File: src/rtl/addsub_arbiter_pkg.sv
// Shared types and sizes for the two-requester add/sub arbiter.
package addsub_arbiter_pkg;

    localparam int DATA_W  = 32;
    localparam int NUM_REQ = 2;

    typedef enum logic [1:0] {
        ST_IDLE = 2'd0,
        ST_EXEC = 2'd1,
        ST_RESP = 2'd2
    } state_t;

endpackage

File: src/rtl/addsub_arbiter_ripple.sv
// 32-bit ripple-carry adder/subtractor: sub=1 computes a-b via ~b and carry-in 1.
module addsub_arbiter_ripple
    import addsub_arbiter_pkg::*;
(
    input  logic [DATA_W-1:0] a,
    input  logic [DATA_W-1:0] b,
    input  logic              sub,
    output logic [DATA_W-1:0] ans,
    output logic              cout,
    output logic              v
);

    logic [DATA_W:0]   carry;
    logic [DATA_W-1:0] b_eff;

    assign carry[0] = sub;

    generate
        for (genvar gi = 0; gi < DATA_W; gi++) begin : g_bit
            assign b_eff[gi]     = b[gi] ^ sub;
            assign ans[gi]       = a[gi] ^ b_eff[gi] ^ carry[gi];
            assign carry[gi + 1] = (a[gi] & b_eff[gi]) | (carry[gi] & (a[gi] ^ b_eff[gi]));
        end
    endgenerate

    // cout is the raw carry; signed overflow compares the carries into and out of the MSB
    assign cout = carry[DATA_W];
    assign v    = carry[DATA_W] ^ carry[DATA_W-1];

endmodule

File: src/rtl/addsub_arbiter.sv
// Two-requester arbiter sharing one add/sub datapath with LAT settle cycles.
// Define ADDSUB_ARB_RR_EN for round-robin arbitration; otherwise requester 0 has fixed priority.
module addsub_arbiter
    import addsub_arbiter_pkg::*;
#(
    parameter int LAT = 1
) (
    input  logic              clk,
    input  logic              rst,
    input  logic              req0_valid,
    output logic              req0_ready,
    input  logic [DATA_W-1:0] req0_a,
    input  logic [DATA_W-1:0] req0_b,
    input  logic              req0_sub,
    input  logic              req1_valid,
    output logic              req1_ready,
    input  logic [DATA_W-1:0] req1_a,
    input  logic [DATA_W-1:0] req1_b,
    input  logic              req1_sub,
    output logic              rsp_valid,
    input  logic              rsp_ready,
    output logic              rsp_id,
    output logic [DATA_W-1:0] rsp_ans,
    output logic              rsp_cout,
    output logic              rsp_v
);

    state_t              state_reg, state_next;
    logic [3:0]          cnt_reg, cnt_next;
    logic [DATA_W-1:0]   a_reg, b_reg;
    logic                sub_reg, id_reg;
    logic                rsp_valid_reg, rsp_id_reg, rsp_cout_reg, rsp_v_reg;
    logic [DATA_W-1:0]   rsp_ans_reg;

    logic [NUM_REQ-1:0]  req_valid;
    logic [NUM_REQ-1:0]  req_sub;
    logic [DATA_W-1:0]   req_a [NUM_REQ];
    logic [DATA_W-1:0]   req_b [NUM_REQ];
    logic [NUM_REQ-1:0]  grant;
    logic                win_id;
    logic                accept;
    logic                load_op;
    logic                capture;

    logic [DATA_W-1:0]   dp_ans;
    logic                dp_cout, dp_v;

    assign req_valid = {req1_valid, req0_valid};
    assign req_sub   = {req1_sub, req0_sub};
    assign req_a[0]  = req0_a;
    assign req_a[1]  = req1_a;
    assign req_b[0]  = req0_b;
    assign req_b[1]  = req1_b;

`ifdef ADDSUB_ARB_RR_EN
    // Requester favoured on the next conflict; flips away from each accepted winner.
    logic ptr_reg;

    always_ff @(posedge clk) begin
        if (rst) begin
            ptr_reg <= 1'b0;
        end else if (accept) begin
            ptr_reg <= ~win_id;
        end
    end

    assign win_id = (&req_valid) ? ptr_reg : req_valid[1];
`else
    assign win_id = ~req_valid[0];
`endif

    // Ready is only offered from IDLE, so an accept is exactly a grant
    assign accept = (state_reg == ST_IDLE) && !rst && (|req_valid);

    always_comb begin
        grant = '0;
        if (accept) begin
            grant[win_id] = 1'b1;
        end
    end

    assign req0_ready = grant[0];
    assign req1_ready = grant[1];

    always_comb begin
        state_next = state_reg;
        cnt_next   = cnt_reg;
        load_op    = 1'b0;
        capture    = 1'b0;
        case (state_reg)
            ST_IDLE: begin
                if (accept) begin
                    load_op    = 1'b1;
                    cnt_next   = 4'(LAT - 1);
                    state_next = ST_EXEC;
                end
            end
            ST_EXEC: begin
                if (cnt_reg == 4'd0) begin
                    capture    = 1'b1;
                    state_next = ST_RESP;
                end else begin
                    cnt_next = cnt_reg - 4'd1;
                end
            end
            ST_RESP: begin
                if (rsp_valid_reg && rsp_ready) begin
                    state_next = ST_IDLE;
                end
            end
            default: begin
                state_next = ST_IDLE;
                cnt_next   = 4'd0;
            end
        endcase
    end

    always_ff @(posedge clk) begin
        if (rst) begin
            state_reg <= ST_IDLE;
            cnt_reg   <= 4'd0;
        end else begin
            state_reg <= state_next;
            cnt_reg   <= cnt_next;
        end
    end

    // Operands are frozen at the accepting edge so later input changes cannot leak in
    always_ff @(posedge clk) begin
        if (rst) begin
            a_reg   <= '0;
            b_reg   <= '0;
            sub_reg <= 1'b0;
            id_reg  <= 1'b0;
        end else if (load_op) begin
            a_reg   <= req_a[win_id];
            b_reg   <= req_b[win_id];
            sub_reg <= req_sub[win_id];
            id_reg  <= win_id;
        end
    end

    addsub_arbiter_ripple u_ripple (
        .a    (a_reg),
        .b    (b_reg),
        .sub  (sub_reg),
        .ans  (dp_ans),
        .cout (dp_cout),
        .v    (dp_v)
    );

    always_ff @(posedge clk) begin
        if (rst) begin
            rsp_valid_reg <= 1'b0;
            rsp_id_reg    <= 1'b0;
            rsp_ans_reg   <= '0;
            rsp_cout_reg  <= 1'b0;
            rsp_v_reg     <= 1'b0;
        end else if (capture) begin
            rsp_valid_reg <= 1'b1;
            rsp_id_reg    <= id_reg;
            rsp_ans_reg   <= dp_ans;
            rsp_cout_reg  <= dp_cout;
            rsp_v_reg     <= dp_v;
        end else if (rsp_valid_reg && rsp_ready) begin
            rsp_valid_reg <= 1'b0;
        end
    end

    assign rsp_valid = rsp_valid_reg;
    assign rsp_id    = rsp_id_reg;
    assign rsp_ans   = rsp_ans_reg;
    assign rsp_cout  = rsp_cout_reg;
    assign rsp_v     = rsp_v_reg;

endmodule

File: config.mk
export PLATFORM = sky130hd
export DESIGN_NAME = addsub_arbiter
export DESIGN_NICKNAME = d
export VERILOG_FILES = /design/src/rtl/addsub_arbiter_pkg.sv /design/src/rtl/addsub_arbiter_ripple.sv /design/src/rtl/addsub_arbiter.sv
export SDC_FILE = /design/constraint.sdc
export NUM_CORES = 1
export LEC_CHECK = 0
export ABC_CLOCK_PERIOD_IN_PS = 33000
export BUFFER_PORTS_ARGS = -buffer_cell sky130_fd_sc_hd__buf_2
export CAP_MARGIN = 20
export CORE_UTILIZATION = 56
export DETAILED_ROUTE_END_ITERATION = 12
export PLACE_DENSITY = 0.9
export SETUP_SLACK_MARGIN = 0.1
export SYNTH_ARGS = -nofsm -noshare
export SYNTH_HDL_FRONTEND = slang
export SYNTH_SLANG_ARGS = --single-unit
File: constraint.sdc
create_clock -name clk -period 33 [get_ports clk]
set_input_delay 3.3 -clock clk [delete_from_list [all_inputs] [get_ports clk]]
set_output_delay 3.3 -clock clk [all_outputs]
set_load 0.05 [all_outputs]
==> flow_summary.yaml <==
place:
  detailedPlacementHpwl_um: 9230
  finalWeightedCongestion: 0.809
  place_ws_ps: 19650
  buffer_ports.inserted: 172
finish:
  fillerInstances: 765
  antennaDiodeCount: 0
  layout-area-overhead-vs-synth_pct: 18.8
  final_core_utilization: 0.690
  most-common-layout-cells: "buf_2, dfxtp_1, nor2_1, mux2i_1, a211oi_2"
  drive_above_1_share: 0.357
  layout.cells.most_common: "buf_2"
  final_net_count: 877
power:
  cell_internal_pwr_uw: 238
  power.share.combinational: 0.364
  total_power_density_per_cell_area_nw_per_um2: 56.9
  peak_supply_drop_v: 0.0000295
  share_seq_of_total_power: 0.422
  p_sw_uw: 149
  power.share.clock: 0.214
  cellLeakagePower_nw: 2.77
  p_sw_frac: 0.385
timing:
  final-hold-violation-count: 0
  final.min_clock_period_ps: 13280
  timing.final.setup_violations: 0
  maxSlewViolCount: 0
  setup_total_negative_slack_ps: 0
  slew_headroom: 0.356
  tightest_slew_ps: 965
  worst_clock_skew_ps: 15.9
  timing.final.crit_share: 0.402
  post-route-worst-setup-slack_ps: 19720
  fmax_mhz: 75.3
  rsz0062_at_grt: "no"
synth:
  mappedNetlistNets: 731
  syn-instance-count: 563
  yosys_warnings: 0
  synthAdderAreaFrac: 0.113
  synth.cell_area_um2: 5730
  synth_mux_area_frac: 0.0961
  ys_dominant_reg_cell: "dfxtp_1"
  synth_enable_flop_cells: 0
  ys_seq_area_frac: 0.377
  xor_xnor_portion_of_the_synthesized_cell_area: 0.0520
  synthesis_stage_register_bit_count: 108
  post_synth_and_or_nand_nor_area_fraction: 0.104
  post_synthesis_compound_gate_area_fraction: 0.190
  postSynth.asyncResetShare: 0
  combinational_family_with_the_most_area_after_synthesis: "compound AO/OA/AOI/OAI gates"
  yosys.cell_types.count: 31
  syn_avg_cell_area_um2: 10.2
clock_network:
  clkSinkCount: 108
  cts.repair.resized: 0
  post-cts-setup-buffers: 0
  ctsRootBufferMaster: "clkbuf_8"
  worst_setup_hold_path_clk_slew_ps: 100
  tritoncts_clock_tree: "yes"
  worstSkewPairLatency_ps: 380
  cts.path.max_buffers: 2
  cts.hold.buffers_added: 0
  cts_inserted_buffers: 9
  cts.htree.levels: 3
floorplan:
  fp.dieH_um: 103
  ioPinCount: 173
  core_um2: 9860
  die_x_um: 103
  die_area_um2: 10600
  core.rowCount: 36
  floorplan.initialDensity: 0.581
grt:
  global_route.usage.total: 0.254
  grt_antenna_before_repair: 0
  grt_pass1_vias: 4413
  grt_max_degree: 89
  grt_pass1_wl_um: 20500
  overflow_left_after_global_routing: 0
worst_setup_path:
  worst-path-max-fanout: 24
  worst_ep_required_time_ps: 33270
  max_stage_delay_ps: 500
  timing.critical_path.to_type: "flop"
  path_common_cell: "fa_1"
  crit_slowest_cell: "dfxtp_2"
  reg2reg_setup_slack_ps: 19720
  worstSetupStartpointType: "flop"
  arrival_ps: 13550
  timing.setup.critical_path_class: "flop to flop"
routing:
  drt_pre_antenna_iters: 5
  via_count: 4492
  wirelength_um: 12800
  initialDrtViolationCount: 139
  drt-vias-per-instance: 5.30
  final_antenna_net_count: 0
  post-route-drc-count: 0
  detail_route.wl_per_cell_um: 15.1
outcome:
  run_status: "complete, no violations"
worst_hold_path:
  hold_path.class: "flop to flop"
run:
  max_cap_violations: 0
==> path summary, 6_finish.rpt <==
check / end / depth (start not counted) / start
max: rsp_ans[31]$_SDFFE_PP0P_ / 37 / sub_reg$_SDFFE_PP0P_
min: rsp_id$_SDFFE_PP0P_ / 2 / id_reg$_SDFFE_PP0P_
max reg2reg: rsp_ans[31]$_SDFFE_PP0P_ / 37 / sub_reg$_SDFFE_PP0P_
min reg2reg: rsp_id$_SDFFE_PP0P_ / 2 / id_reg$_SDFFE_PP0P_
==> cell usage after synthesis, types with 4 or more instances <==
master | instances | area, µm²
buf_4 | 4 | 30.0
a21oi_1 | 14 | 70.1
buf_2 | 17 | 85.1
inv_1 | 34 | 128
nand2_1 | 34 | 128
buf_6 | 8 | 90.1
fa_1 | 31 | 621
clkbuf_1 | 12 | 45.0
nor2_1 | 92 | 345
dfxtp_1 | 108 | 2160
o21ai_0 | 4 | 20.0
mux2i_1 | 55 | 551
a211oi_2 | 54 | 676
a22oi_1 | 11 | 82.6
a211oi_1 | 31 | 233
xnor2_1 | 32 | 280
==> cell type report <==
type,instances,area [µm²],share of cell area
timing repair buffer,179,958,0.141
inverter,34,128,0.0188
multi-input combinational,377,3190,0.468
clock buffer,11,141,0.0208
sequential,108,2160,0.318
tap,133,166,0.0245
clock inverter,5,61.3,0.00901
==> power groups by stage <==
stage          clock (mW)  sequential, mW  combinational (mW)
6_report           0.0829           0.163               0.141
5_1_grt            0.0890           0.166               0.156
4_1_cts            0.0837           0.163               0.141
3_5_place_dp            0           0.166               0.140
3_3_place_gp            0           0.165               0.134
2_1_floorplan           0           0.190              0.0834
==> stage by stage <==
| stage | power (mW) | cells | area [µm²] | hold slack (ps) |
|---|---|---|---|---|
| floorplan | 0.273 | 563 | 5730 | 432 |
| CTS | 0.388 | 845 | 6750 | 466 |
| detailed placement | 0.306 | 829 | 6550 | 445 |
| global placement | 0.299 | 829 | 6550 | 440 |
| global route | 0.411 | 847 | 6800 | 502 |
| finish | 0.387 | 847 | 6800 | 464 |
==> critical path, delay by kind of cell, from the launching register on <==
family	cells	cell delay [ps]
fa+ha+maj	30	11700
simple gates	1	70
flops	1	500
buf+inv	4	650
xor+xnor	1	160
compound gates	1	70
==> cells by family (layout without fill, tap and decap cells) <==
family                   after synthesis  after routing
XOR/XNOR                              34             34
buffers and inverters                 78            229
adder cells (fa/ha/maj)               33             33
AND/OR/NAND/NOR                      140            140
flip-flops                           108            108
AO/OA/AOI/OAI                        115            115
multiplexers                          55             55
==> per-layer routing <==
| metal | track usage | wire (µm) | vias to the layer above | part of all wire |
|---|---|---|---|---|
| li1 | - | - | 2201 | - |
| met2 | 0.458 | 6480 | 147 | 0.51 |
| met4 | 0.108 | 240 | 0 | 0.019 |
| met1 | 0.294 | 5400 | 2123 | 0.42 |
| met3 | 0.0461 | 691 | 21 | 0.054 |
| met5 | 0 | 0 | - | 0 |
(Power assumes the default switching activity.)
